$ cat config.mk
export PLATFORM = sky130hd
export DESIGN_NAME = hazard_scoreboard
export DESIGN_NICKNAME = d
export VERILOG_FILES = /design/src/rtl/hazard_scoreboard.sv
export SDC_FILE = /design/constraint.sdc
export NUM_CORES = 1
export LEC_CHECK = 0
export ABC_AREA = 1
export CORE_ASPECT_RATIO = 1.2
export CORE_UTILIZATION = 25
export DETAILED_ROUTE_END_ITERATION = 7
export DONT_BUFFER_PORTS = 1
export GPL_TIMING_DRIVEN = 0
export HOLD_SLACK_MARGIN = 0.06
export SLEW_MARGIN = 5
export SYNTH_ARGS = -nofsm -noshare
export SYNTH_HDL_FRONTEND = slang
export SYNTH_SLANG_ARGS = --single-unit
$ cat constraint.sdc
create_clock -name clk -period 6.2 [get_ports clk]
set_input_delay 0.62 -clock clk [delete_from_list [all_inputs] [get_ports clk]]
set_output_delay 0.62 -clock clk [all_outputs]
set_load 0.05 [all_outputs]
$ cat src/rtl/hazard_scoreboard.sv
// Register scoreboard for the in-order pipeline.
// Tracks pending writes per register, raises RAW/WAW stalls and runs the drain handshake.
module hazard_scoreboard #(
    parameter int NREG = 16
) (
    input  logic            clk,
    input  logic            rst,
    input  logic            id_valid,
    input  logic [3:0]      id_src_1,
    input  logic [3:0]      id_src_2,
    input  logic            id_two_src,
    input  logic [3:0]      id_dest,
    input  logic            id_wb_en,
    input  logic            wb_valid,
    input  logic [3:0]      wb_dest,
    input  logic            branch_taken,
    input  logic            drain_req,
    output logic            hazard,
    output logic            flush,
    output logic            drain_ack,
    output logic [NREG-1:0] busy_mask,
    output logic [15:0]     stall_cycles,
    output logic            wb_err
);

    typedef enum logic [1:0] {RUN, DRAIN, HALTED} state_t;

    state_t          state;
    state_t          state_nxt;
    logic [1:0]      cnt     [NREG];
    logic [1:0]      cnt_nxt [NREG];
    logic [NREG-1:0] inc_vec;
    logic [NREG-1:0] dec_vec;
    logic            src1_busy;
    logic            src2_busy;
    logic            dest_full;
    logic            wb_hit_busy;
    logic            all_idle;
    logic            issue;

    always_comb begin
        src1_busy   = 1'b0;
        src2_busy   = 1'b0;
        dest_full   = 1'b0;
        wb_hit_busy = 1'b0;
        busy_mask   = '0;
        for (int r = 0; r < NREG; r++) begin
            busy_mask[r] = cnt[r] != 2'd0;
            if (4'(r) == id_src_1) src1_busy   = cnt[r] != 2'd0;
            if (4'(r) == id_src_2) src2_busy   = cnt[r] != 2'd0;
            if (4'(r) == id_dest)  dest_full   = cnt[r] == 2'd3;
            if (4'(r) == wb_dest)  wb_hit_busy = cnt[r] != 2'd0;
        end
    end

    assign all_idle  = ~|busy_mask;
    assign flush     = branch_taken;
    assign drain_ack = state == HALTED;

    // No writeback bypass: the check only sees registered counters.
    assign hazard = id_valid & (src1_busy
                              | (id_two_src & src2_busy)
                              | (id_wb_en & dest_full)
                              | (state != RUN));

    assign issue = id_valid & id_wb_en & ~hazard & ~flush;

    always_comb begin
        inc_vec = '0;
        dec_vec = '0;
        for (int r = 0; r < NREG; r++) begin
            inc_vec[r] = issue & (4'(r) == id_dest);
            dec_vec[r] = wb_valid & (4'(r) == wb_dest) & (cnt[r] != 2'd0);
            cnt_nxt[r] = cnt[r];
            if (inc_vec[r] & ~dec_vec[r])
                cnt_nxt[r] = cnt[r] + 2'd1;
            else if (dec_vec[r] & ~inc_vec[r])
                cnt_nxt[r] = cnt[r] - 2'd1;
        end
    end

    always_comb begin
        state_nxt = state;
        unique case (state)
            RUN: begin
                if (drain_req) state_nxt = DRAIN;
            end
            DRAIN: begin
                if (!drain_req)    state_nxt = RUN;
                else if (all_idle) state_nxt = HALTED;
            end
            HALTED: begin
                if (!drain_req) state_nxt = RUN;
            end
            default: state_nxt = RUN;
        endcase
    end

    always_ff @(posedge clk or negedge rst) begin
        if (!rst) begin
            state        <= RUN;
            stall_cycles <= '0;
            wb_err       <= 1'b0;
            for (int r = 0; r < NREG; r++) cnt[r] <= 2'd0;
        end else begin
            state  <= state_nxt;
            wb_err <= wb_err | (wb_valid & ~wb_hit_busy);
            for (int r = 0; r < NREG; r++) cnt[r] <= cnt_nxt[r];
            if (hazard && !flush && stall_cycles != 16'hFFFF)
                stall_cycles <= stall_cycles + 16'd1;
        end
    end

endmodule

Word level (Yosys, flattened, before mapping) --
Cells that the tools add are included.
Storage, ports and cells: flip-flop bits (word level) 51, bits of input ports 24
Operators by class: $add $sub $neg 33, eq/ne operators 82, muxes and demuxes 101, bitwise operators 126, reduce and logical (&&, ||, !) cells 43
Operators with widths (count):
- 4-bit equality test, first input constant | 32
- 1-bit bitwise AND | 87
- 2-bit 2-to-1 mux | 36
- 2-bit nonzero test | 33
- 3-bit by 4-bit equality test with 1-bit output, first input constant | 16
- 1-bit 2-to-1 mux | 64
- 1-bit inverter | 35
- 2-bit equality test, second input constant | 17
- 2-bit by 1-bit adder with 2-bit output, second input constant | 16
- 2-bit by 4-bit equality test with 1-bit output, first input constant | 8
- 2-bit by 1-bit subtractor with 2-bit output, second input constant | 16
- 16-bit by 1-bit adder with 16-bit output, second input constant | 1
- 1-bit by 4-bit equality test with 1-bit output, first input constant | 4
- 4-bit zero test | 4
- 16-bit inequality test, second input constant | 1
- 16-bit OR reduction | 1
- 2-bit case mux with 3 select lines | 1
- 2-bit inequality test, second input constant | 2
- 1-bit bitwise OR | 4
- 3-bit inequality test, second input constant | 1
- 3-bit AND reduction | 1
- 2-bit by 1-bit equality test with 1-bit output, second input constant | 1
- 1-bit logical AND | 2
- 2-bit zero test | 1
- 1-bit zero test | 1

Longest topological paths before layout --
Gate-level depths: netlist (run 1).
word-level depth 30, gate-level depth with buffers 21

Least setup slack after synthesis (run 1) --
No wires, ideal clock.
path type reg-to-reg, start reg cnt[20] in the netlist's numbering, end reg cnt[3] in the netlist's numbering, setup time 0.131 ns, arrival time 2.814 ns, path slack 3.255 ns, stages on the path, launching flop included 19, path buffers 1, cells stage by stage dfrtp_1 -> inv_2 -> nand2_1 -> or3b_1 -> nand2_1 -> nand3_1 -> nand2_1 -> nand4_1 -> nand2_1 -> nand3_1 -> nand2_1 -> nand3_4 -> nand3b_4 -> buf_6 -> nor2_2 -> ha_1 -> a21oi_1 -> o21ai_0 -> xor2_1
On the way: cells in the longest elaborated chain, start to end 24, elaborated cells on any way between the ends 50, classes of those cells 1 x eq/ne; 34 x mux; 13 x bitwise; 2 x reduce/logical
Ends and longest elaborated chain:
- from (decl) | line 30 | logic [1:0] cnt [NREG];
- 2-bit nonzero test (*)
- net busy_mask[5] | line 21 | output logic [NREG-1:0] busy_mask,
- 1-bit 2-to-1 mux (11 in a row) | line 50 | if (4'(r) == id_src_2) src2_busy = cnt[r] != 2'd0;
- 1-bit bitwise AND | line 62 | | (id_two_src & src2_busy)
- 1-bit bitwise OR (*) | line 62
- 1-bit bitwise OR (*) | line 63 | | (id_wb_en & dest_full)
- 1-bit bitwise OR (*) | line 64 | | (state != RUN));
- 1-bit bitwise AND (*) | line 61 | assign hazard = id_valid & (src1_busy
- 1-bit inverter (*) | line 66 | assign issue = id_valid & id_wb_en & ~hazard & ~flush;
- 1-bit bitwise AND (*) (2 in a row) | line 66
- 1-bit bitwise AND (*) | line 72 | inc_vec[r] = issue & (4'(r) == id_dest);
- 1-bit inverter | line 77 | else if (dec_vec[r] & ~inc_vec[r])
- 1-bit bitwise AND | line 77
- 2-bit nonzero test (no line)
The timed path passes the listed nets; every way through them passes the cells marked *. A chain may end at the register's enable or synchronous reset.

Worst setup path after layout (run 1) --
start reg cnt[20] in the netlist's numbering, end reg cnt[7] in the netlist's numbering
Same word-level chain as after synthesis.

==> impl_metrics.py, run 1 <==
metrics = {
    "yosys": {
        "synthMuxAreaShare_pct": 0,
        "synth_xor_area_share_pct": 9.84,
        "synth.area.top_cells": "dfrtp_1 33%, nand2_1 12%, inv_1 8.9%",
        "synthesis.area_per_instance_sq_um": 7.00,
        "yosysTopAreaCell": "dfrtp_1",
        "yosys_warnings": 0,
        "synth_ff_type": "dfrtp_1",
        "synthDistinctLibCells": 34,
        "synth-compound-area-share_pct": 8.30,
        "synth_async_sr_flop_share_pct": 100,
        "yosys.area.top_type_share_pct": 32.6,
        "synth_edf_count": 0,
        "synth_seq_area_share_pct": 32.6,
        "syn_nets": 601,
        "synthAdderAreaFrac_pct": 5.43,
        "synth_top_family_by_area": "simple AND/OR/NAND/NOR gates",
        "synth-seq-cells": 51,
        "synth_simple_gate_area_share_pct": 33.4,
        "syn-cell-area_sq_um": 3920,
        "netlist_instances": 560,
    },
    "worst_setup_path": {
        "required_ns": 6.38,
        "critPathKind": "reg2reg",
        "cp-start-kind": "register",
        "worstPathMaxFanout": 10,
        "endpoint_kind": "register",
        "crit_arrival_ns": 3.57,
    },
    "grt": {
        "overflow": 0,
        "grt_first_pass_wirelength_mm": 16.9,
        "grt_pass1_vias": 3428,
        "antenna_found_initial": 0,
        "grt_max_degree": 52,
        "grt.total_usage_pct": 13.2,
    },
    "clocking": {
        "htreeDepth": 2,
        "clk_latency_ns": 0.30,
        "cts-resized-gates": 0,
        "cts.sinks": 51,
        "numCtsBuffers": 5,
        "clkTransAtPathRegs_ns": 0.07,
        "post_cts_buffers": 0,
        "cts_hold_buffers": 1,
        "cts_tree": "yes",
        "clockBufferDepth": 2,
        "root_buffer": "clkbuf_16",
    },
    "min_path": {
        "hold_path_class": "in2async",
    },
    "layout": {
        "nets": 609,
        "final_common_cell": "nand2_1",
        "layout_common_cells": "124 x nand2_1, 93 x inv_1, 63 x nor2_1",
        "register_area_sq_um": 1280,
        "fin_area_sq_um": 4370,
        "multi_input_area_sq_um": 2230,
        "final_cells": 773,
        "syn_to_final_growth_pct": 11.7,
        "diodes": 0,
        "drive_gt1_share_pct": 7.03,
        "nFillCells": 1695,
    },
    "drt": {
        "drt_first_pass_iters": 4,
        "antenna_left": 0,
        "drc": 0,
        "drt_wl_total_mm": 10.0,
        "drt_iter0_drc": 227,
        "viasPerCell": 4.53,
        "routed-via-count": 3505,
        "wire_per_inst_microns": 13.0,
    },
    "die": {
        "start_util_pct": 25.9,
        "die_area_sq_um": 16200,
        "num_rows": 49,
        "die_x_microns": 116,
        "die_h_microns": 139,
        "core_sq_um": 15100,
        "ios": 60,
    },
    "placed_design": {
        "dp_hpwl_mm": 7.90,
        "dp_cells": 764,
        "io_buffers": 0,
        "gp_congestion": 0.869,
        "detailed_place.area_sq_um": 4170,
    },
    "power_and_ir_drop": {
        "leakage_nw": 2.02,
        "ir_worst_vdd_uv": 185,
        "powerDensity_nw_per_um2": 366,
        "power_mw": 1.60,
    },
    "timing": {
        "hold_viol_final": 0,
        "rsz0062_at_grt": "false",
        "finalCritPeriodShare_pct": 54.8,
        "fmax_mhz": 294,
        "max-slew-margin-rel_pct": 38.2,
        "setup_viol": 0,
        "setup_tns_ns": 0,
        "tightest_slew_ns": 0.924,
        "skew_ns": 0.00849,
        "finalMaxSlewViolations": 0,
        "finalCriticalPeriod_ns": 3.40,
    },
    "outcome": {
        "outcome": "finished, final reports clean",
    },
    "job": {
        "cap_violations": 0,
    },
}
==> Yosys cell counts (all sizes together) (2+ instances only) <==
| cell | number |
|---|---|
| nand4 | 21 |
| o211ai | 4 |
| xnor2 | 27 |
| a21oi | 21 |
| nor3 | 13 |
| nand3 | 40 |
| nand2 | 125 |
| dfrtp | 51 |
| nor4 | 7 |
| ha | 17 |
| xor2 | 17 |
| buf | 5 |
| clkbuf | 2 |
| nor2 | 80 |
| o21ai | 20 |
| o31ai | 3 |
| a211oi | 2 |
| a31o | 2 |
| inv | 96 |
==> stage by stage <==
| stage | hold slack [ns] | util (%) | worst slack [ns] |
|---|---|---|---|
| after floorplan | 0.324 | - | 3.26 |
| after global placement | 0.326 | 27.6 | 2.77 |
| after detailed placement | 0.326 | 27.6 | 2.76 |
| after CTS | 0.177 | 28.9 | 2.74 |
| after global routing | 0.179 | 28.9 | 2.49 |
| final | 0.170 | 28.9 | 2.80 |
==> layout make-up <==
cell class,count,area share (%)
multi-input combinational,406,51.1
sequential,51,29.2
inverter,96,8.24
tap,204,5.84
clock buffer,6,3.18
buffer,7,1.09
clock inverter,2,0.801
timing repair buffer,1,0.629
==> power breakdown <==
| part | internal [mW] | leakage, nW | switching, mW |
|---|---|---|---|
| combinational | 0.152 | 1.29 | 0.531 |
| sequential | 0.440 | 0.644 | 0.146 |
| clock | 0.201 | 0.0868 | 0.131 |
==> cell families after synthesis <==
group | after synthesis
buffers and inverters | 103
AND/OR/NAND/NOR | 289
flip-flops | 51
AO/OA/AOI/OAI | 56
XOR/XNOR | 44
adder cells (fa/ha/maj) | 17
==> worst max-delay path, cell delays in order, from the launching register on <==
cell and delay [ns]:
dfrtp_1 0.41, inv_2 0.07, nand2_1 0.44, or3b_1 0.53, nand2_1 0.07, nand3_1 0.06, nand2_1 0.06, nand4_1 0.07
nand2_1 0.07, nand3_1 0.06, nand2_1 0.11, nand3_4 0.13, nand3b_4 0.26, buf_6 0.21, nor2_2 0.08, ha_1 0.25
a21oi_1 0.12, o21ai_0 0.12, xor2_1 0.16
==> per-layer routing <==
metal	part of all wire, %	track usage [%]
met5	0	0
met4	1.2	3.17
met3	7.7	3.67
met2	48	22.8
met1	43	16.0
==> flip-flops by register name, indices dropped and copies added (netlist names) <==
register      flops
cnt              32
state             2
wb_err            1
stall_cycles     16
==> final timing paths <==
| kind | start | end | slack (ns) | cells after the start |
|---|---|---|---|---|
| setup reg to reg | cnt[20]$_DFFE_PN0P_ | cnt[7]$_DFFE_PN0P_ | 2.80 | 18 |
| hold reg to reg | cnt[12]$_DFFE_PN0P_ | cnt[12]$_DFFE_PN0P_ | 0.47 | 1 |
| max in group asynchronous | rst | cnt[24]$_DFFE_PN0P_ | 5.79 | 1 |
| min in group clk | drain_req | state[1]$_DFFE_PN0P_ | 0.45 | 2 |
| hold / removal | rst | stall_cycles[15]$_DFFE_PN0P_ | 0.17 | 1 |
| setup / recovery | cnt[20]$_DFFE_PN0P_ | cnt[7]$_DFFE_PN0P_ | 2.80 | 18 |
(Power assumes the default switching activity.)
==> run 2: changes to the inputs <==
- clock period: 6.2 -> 3.4 ns (I/O delays scaled with it)
==> impl_metrics.py, run 2 (synthesis gave the netlist of run 1 again) <==
metrics = {
    "timing": {
        "setup_viol": 0,
        "skew_ns": 0.00789,
        "whs_ns": 0.167,
        "setup_tns_ns": 0,
        "finalCritPeriodShare_pct": 91.3,
        "final.setup.worst_slack_ns": 0.295,
        "finalCriticalPeriod_ns": 3.10,
        "rsz0062_at_grt": "false",
        "tightest_slew_ns": 0.924,
        "finalMaxSlewViolations": 0,
        "hold_viol_final": 0,
        "max-slew-margin-rel_pct": 38.2,
        "fmax_mhz": 322,
    },
    "layout": {
        "final_common_cell": "nand2_1",
        "nets": 610,
        "drive_gt1_share_pct": 7.72,
        "layout_common_cells": "120 x nand2_1, 93 x inv_1, 63 x nor2_1",
        "top_register": "cnt",
        "syn_to_final_growth_pct": 12.7,
        "diodes": 0,
        "final_cells": 774,
        "largest_reg_flops": 32,
        "reg.largest.list": "cnt: 32 flops, stall_cycles: 16 flops, state: 2 flops",
    },
    "die": {
        "ios": 60,
        "start_util_pct": 25.9,
        "die_h_microns": 139,
        "core_sq_um": 15100,
        "die_area_sq_um": 16200,
        "num_rows": 49,
        "die_x_microns": 116,
    },
    "min_path": {
        "hold_path_class": "in2reg",
        "min_from": "drain_req",
        "hold_depth": 2,
        "min_to": "state[1]$_DFFE_PN0P_",
    },
    "worst_setup_path": {
        "critPathKind": "reg2reg",
        "cpLargestDelayFamily": "simple AND/OR/NAND/NOR gates",
        "required_ns": 3.57,
        "slowest_stage": "dfrtp_1",
        "worstPathMaxFanout": 10,
        "r2r_end": "cnt[23]$_DFFE_PN0P_",
        "r2r-start": "cnt[8]$_DFFE_PN0P_",
        "cpPeakStageDelay_ns": 0.40,
        "cp-start-kind": "register",
        "crit_arrival_ns": 3.28,
        "startpoint": "cnt[8]$_DFFE_PN0P_",
        "r2r_slack_ns": 0.30,
        "worstPathCellList": "nor2_1 -> inv_1 -> a41o_1 -> inv_1 -> nand4_1 -> nand2_1 -> nand3_1 -> nor2_1 -> nand3_4 -> nand3b_4 -> buf_6 -> nor2_2 -> ha_1 -> a21oi_1 -> o21ai_0 -> xor2_1",
        "cp_num_buf_inv": 3,
        "endpoint_kind": "register",
        "reg2reg_depth": 16,
    },
    "power_and_ir_drop": {
        "powerDensity_nw_per_um2": 671,
        "leakage_nw": 2.04,
        "ir_worst_vdd_uv": 337,
        "power_mw": 2.96,
    },
    "clocking": {
        "cts_tree": "yes",
        "root_buffer": "clkbuf_16",
        "post_cts_buffers": 0,
        "cts.sinks": 51,
        "clk_latency_ns": 0.30,
        "numCtsBuffers": 5,
        "htreeDepth": 2,
        "clkTransAtPathRegs_ns": 0.07,
        "clockBufferDepth": 2,
    },
    "placed_design": {
        "dp_cells": 764,
        "io_buffers": 0,
        "dp_slack_ns": -0.0431,
        "dp_hpwl_mm": 7.90,
        "gp_congestion": 0.869,
    },
    "outcome": {
        "outcome": "finished, final reports clean",
    },
    "drt": {
        "viasPerCell": 4.56,
        "routed-via-count": 3533,
        "antenna_left": 0,
        "drt_iter0_drc": 213,
        "drt_wl_total_mm": 10.1,
        "drt_first_pass_iters": 4,
        "wire_per_inst_microns": 13.0,
        "drc": 0,
    },
    "grt": {
        "grt_first_pass_wirelength_mm": 17.0,
        "grt.total_usage_pct": 13.2,
        "grt_pass1_vias": 3439,
        "antenna_found_initial": 0,
        "overflow": 0,
        "grt_max_degree": 52,
    },
    "job": {
        "cap_violations": 0,
    },
}
[run 2: cell types whose count changed in the layout (fill, tap and decap cells not counted)]
cell           delta
nand2_1           -4
nand2_4           +4
dlygate4sd3_1     +1
[run 2: area by class of cell]
type	count	area [sq um]
Clock buffer	6	139
Inverter	96	360
Tap cell	204	255
Sequential cell	51	1280
Fill cell	1695	10700
Multi-Input combinational cell	406	2260
Buffer	7	47.5
Clock inverter	2	35.0
Timing Repair Buffer	2	37.5
[run 2: worst register-to-register path, stage by stage, from the launching register on]
cell	delay, ns
dfrtp_1	0.40
nor2_1	0.18
inv_1	0.31
a41o_1	0.31
inv_1	0.04
nand4_1	0.08
nand2_1	0.07
nand3_1	0.06
nor2_1	0.18
nand3_4	0.14
nand3b_4	0.26
buf_6	0.21
nor2_2	0.09
ha_1	0.25
a21oi_1	0.12
o21ai_0	0.12
xor2_1	0.16
[run 2: power by group]
group | internal, mW | switching (mW)
clock | 0.367 | 0.237
sequential | 0.803 | 0.267
combinational | 0.292 | 0.995
[run 2: layer usage]
layer	track usage, %	vias to the layer above	wire length (microns)
met1	16.0	1590	4290
li1	-	1816	-
met2	22.8	113	4830
met3	3.67	14	822
met5	0	-	0
met4	3.17	0	138
[run 2: how the worst max path moves through the flow]
| stage | to | slack (ns) | cells after the start |
|---|---|---|---|
| 2_1_floorplan | cnt[3]$_DFFE_PN0P_ | 0.46 | 18 |
| 3_5_place_dp | cnt[7]$_DFFE_PN0P_ | -0.04 | 18 |
| 3_3_place_gp | cnt[7]$_DFFE_PN0P_ | -0.03 | 18 |
| 5_1_grt | cnt[29]$_DFFE_PN0P_ | 0.01 | 16 |
| 6_report | cnt[23]$_DFFE_PN0P_ | 0.30 | 16 |
| 4_1_cts | cnt[7]$_DFFE_PN0P_ | 0.02 | 19 |
[run 2: per-stage QoR]
step                      utilization (%)  area [sq um]
after floorplan                         -          3920
after global placement               27.6          4170
after detailed placement             27.6          4170
after CTS                            29.0          4390
after global routing                 29.1          4410
final                                29.1          4410
[run 2: timing repair]
| item | CTS | global route |
|---|---|---|
| hold endpoints to repair | 51 | 0 |
| endpoints found under the setup margin | 10 | 16 |
| cloned | 0 | 0 |
| resized for setup | 2 | 6 |
| hold buffers | 2 | 0 |
==> run 3: changes to the inputs <==
- CAP_MARGIN: unset -> 0
- clock period: 3.4 -> 3.35 ns (I/O delays scaled with it)
==> impl_metrics.py, run 3 (synthesis gave the netlist of run 1 again) <==
metrics = {
    "clocking": {
        "clkTransAtPathRegs_ns": 0.07,
        "root_buffer": "clkbuf_16",
        "clockBufferDepth": 2,
        "numCtsBuffers": 5,
        "clk_latency_ns": 0.30,
        "htreeDepth": 2,
        "cts.sinks": 51,
        "cts_tree": "yes",
    },
    "timing": {
        "tightest_slew_ns": 0.926,
        "finalMaxSlewViolations": 0,
        "rsz0062_at_grt": "false",
        "fmax_mhz": 331,
        "finalCritPeriodShare_pct": 90.1,
        "hold_viol_final": 0,
        "setup_viol": 0,
        "finalCriticalPeriod_ns": 3.02,
        "skew_ns": 0.00858,
        "max-slew-margin-rel_pct": 38.1,
    },
    "layout": {
        "layout_common_cells": "120 x nand2_1, 92 x inv_1, 61 x nor2_1",
        "final_common_cell": "nand2_1",
        "reg.largest.list": "cnt: 32 flops, stall_cycles: 16 flops, state: 2 flops",
        "nets": 611,
        "syn_to_final_growth_pct": 13.5,
        "diodes": 0,
        "nFillCells": 1696,
        "fin_util_pct": 29.4,
        "fin_area_sq_um": 4450,
        "top_register": "cnt",
        "drive_gt1_share_pct": 8.41,
        "final_cells": 775,
        "largest_reg_flops": 32,
    },
    "grt": {
        "antenna_found_initial": 0,
        "grt_first_pass_wirelength_mm": 17.0,
        "overflow": 0,
        "grt_pass1_vias": 3441,
        "grt.total_usage_pct": 13.2,
        "grt_max_degree": 52,
    },
    "power_and_ir_drop": {
        "power_mw": 3.03,
        "internal_power_mw": 1.49,
        "p_sw_mw": 1.54,
        "powerDensity_nw_per_um2": 681,
        "p_sw_share_pct": 50.8,
        "p_seq_share_pct": 36.1,
        "clockPowerShare_pct": 20.3,
        "ir_worst_vdd_uv": 347,
        "pwr-share-comb_pct": 43.6,
        "leakage_nw": 2.05,
    },
    "placed_design": {
        "dp_hpwl_mm": 7.90,
        "gp_congestion": 0.869,
        "io_buffers": 0,
        "dp_cells": 764,
        "detailed_place.area_sq_um": 4170,
    },
    "die": {
        "num_rows": 49,
        "die_h_microns": 139,
        "die_x_microns": 116,
        "start_util_pct": 25.9,
        "core_sq_um": 15100,
        "die_area_sq_um": 16200,
        "ios": 60,
    },
    "drt": {
        "antenna_left": 0,
        "drt_iter0_drc": 218,
        "routed-via-count": 3526,
        "drt_first_pass_iters": 4,
        "viasPerCell": 4.55,
        "wire_per_inst_microns": 13.0,
        "drt_wl_total_mm": 10.1,
        "drc": 0,
    },
    "min_path": {
        "min_from": "drain_req",
        "min_to": "state[1]$_DFFE_PN0P_",
        "hold_path_class": "in2reg",
        "hold_depth": 2,
    },
    "worst_setup_path": {
        "reg2reg_depth": 16,
        "endpoint_kind": "register",
        "required_ns": 3.52,
        "critPathKind": "reg2reg",
        "worstPathMaxFanout": 10,
        "r2r_slack_ns": 0.33,
        "r2r_end": "cnt[23]$_DFFE_PN0P_",
        "crit_arrival_ns": 3.19,
        "cp-start-kind": "register",
        "r2r-start": "cnt[8]$_DFFE_PN0P_",
    },
    "outcome": {
        "outcome": "finished, final reports clean",
    },
    "job": {
        "cap_violations": 0,
    },
}
-- run 3: changes by cell type in the layout (fill, tap and decap cells not counted), sizes merged --
cell and change:
clkinvlp +1, inv -1, buf +1
-- run 3: worst max-delay path by stage --
| stage | from | to | slack [ns] | depth (start not counted) |
|---|---|---|---|---|
| floorplan | cnt[20]$_DFFE_PN0P_ | cnt[3]$_DFFE_PN0P_ | 0.41 | 18 |
| global placement | cnt[20]$_DFFE_PN0P_ | cnt[7]$_DFFE_PN0P_ | -0.08 | 18 |
| detailed placement | cnt[20]$_DFFE_PN0P_ | cnt[7]$_DFFE_PN0P_ | -0.09 | 18 |
| CTS | cnt[21]$_DFFE_PN0P_ | cnt[7]$_DFFE_PN0P_ | 0.16 | 18 |
| global route | cnt[8]$_DFFE_PN0P_ | cnt[29]$_DFFE_PN0P_ | 0.07 | 16 |
| finish | cnt[8]$_DFFE_PN0P_ | cnt[23]$_DFFE_PN0P_ | 0.33 | 16 |
-- run 3: power groups by stage --
| stage | Clock (mW) | Combinational [mW] | Sequential, mW |
|---|---|---|---|
| after floorplan | 0 | 1.03 | 1.06 |
| after global placement | 0 | 1.26 | 1.09 |
| after detailed placement | 0 | 1.27 | 1.10 |
| after CTS | 0.633 | 1.30 | 1.09 |
| after global routing | 0.656 | 1.45 | 1.13 |
| final | 0.616 | 1.32 | 1.09 |
-- run 3: cell type report --
type | count | area (sq um) | share of cell area (%)
clock inverter | 2 | 35.0 | 0.788
multi-input combinational | 406 | 2270 | 51.1
inverter | 96 | 364 | 8.19
timing repair buffer | 3 | 57.6 | 1.29
clock buffer | 6 | 139 | 3.12
tap | 204 | 255 | 5.74
buffer | 7 | 47.5 | 1.07
sequential | 51 | 1280 | 28.7
-- run 3: critical path, stage by stage, from the launching register on --
cell and delay, ns:
dfrtp_1 0.43, nor2_4 0.16, clkinvlp_4 0.31, a41o_1 0.32
inv_1 0.05, nand4_1 0.08, nand2_1 0.07, nand3_1 0.07
nor2_2 0.14, nand3_4 0.13, nand3b_4 0.21, buf_6 0.18
nor2_2 0.09, ha_1 0.25, a21oi_1 0.12, o21ai_0 0.12
xor2_1 0.16
-- run 3: repair_timing --
| item | 4_1_cts | 5_1_grt |
|---|---|---|
| resized for setup | 4 | 8 |
| endpoints found under the hold margin | 51 | 0 |
| gates cloned | 0 | 0 |
| setup endpoints to repair | 10 | 10 |
| setup buffers | 0 | 1 |
| hold buffers | 2 | 0 |
-- run 3: routing by layer --
metal | GRT usage [%] | vias to the layer above | wire, microns | part of all wire [%]
met5 | 0 | - | 0 | 0
met3 | 3.54 | 12 | 791 | 7.8
met1 | 16.2 | 1598 | 4320 | 43
met2 | 22.7 | 100 | 4860 | 48
met4 | 3.17 | 0 | 129 | 1.3
li1 | - | 1816 | - | -
-- run 3: stage by stage --
step	setup TNS (ns)	hold WS, ns	setup WS [ns]
5_1_grt	0	0.181	0.0723
6_report	0	0.162	0.332
3_5_place_dp	-0.661	0.0406	-0.0931
3_3_place_gp	-0.549	0.0407	-0.0802
4_1_cts	0	0.163	0.160
2_1_floorplan	0	0.0394	0.405
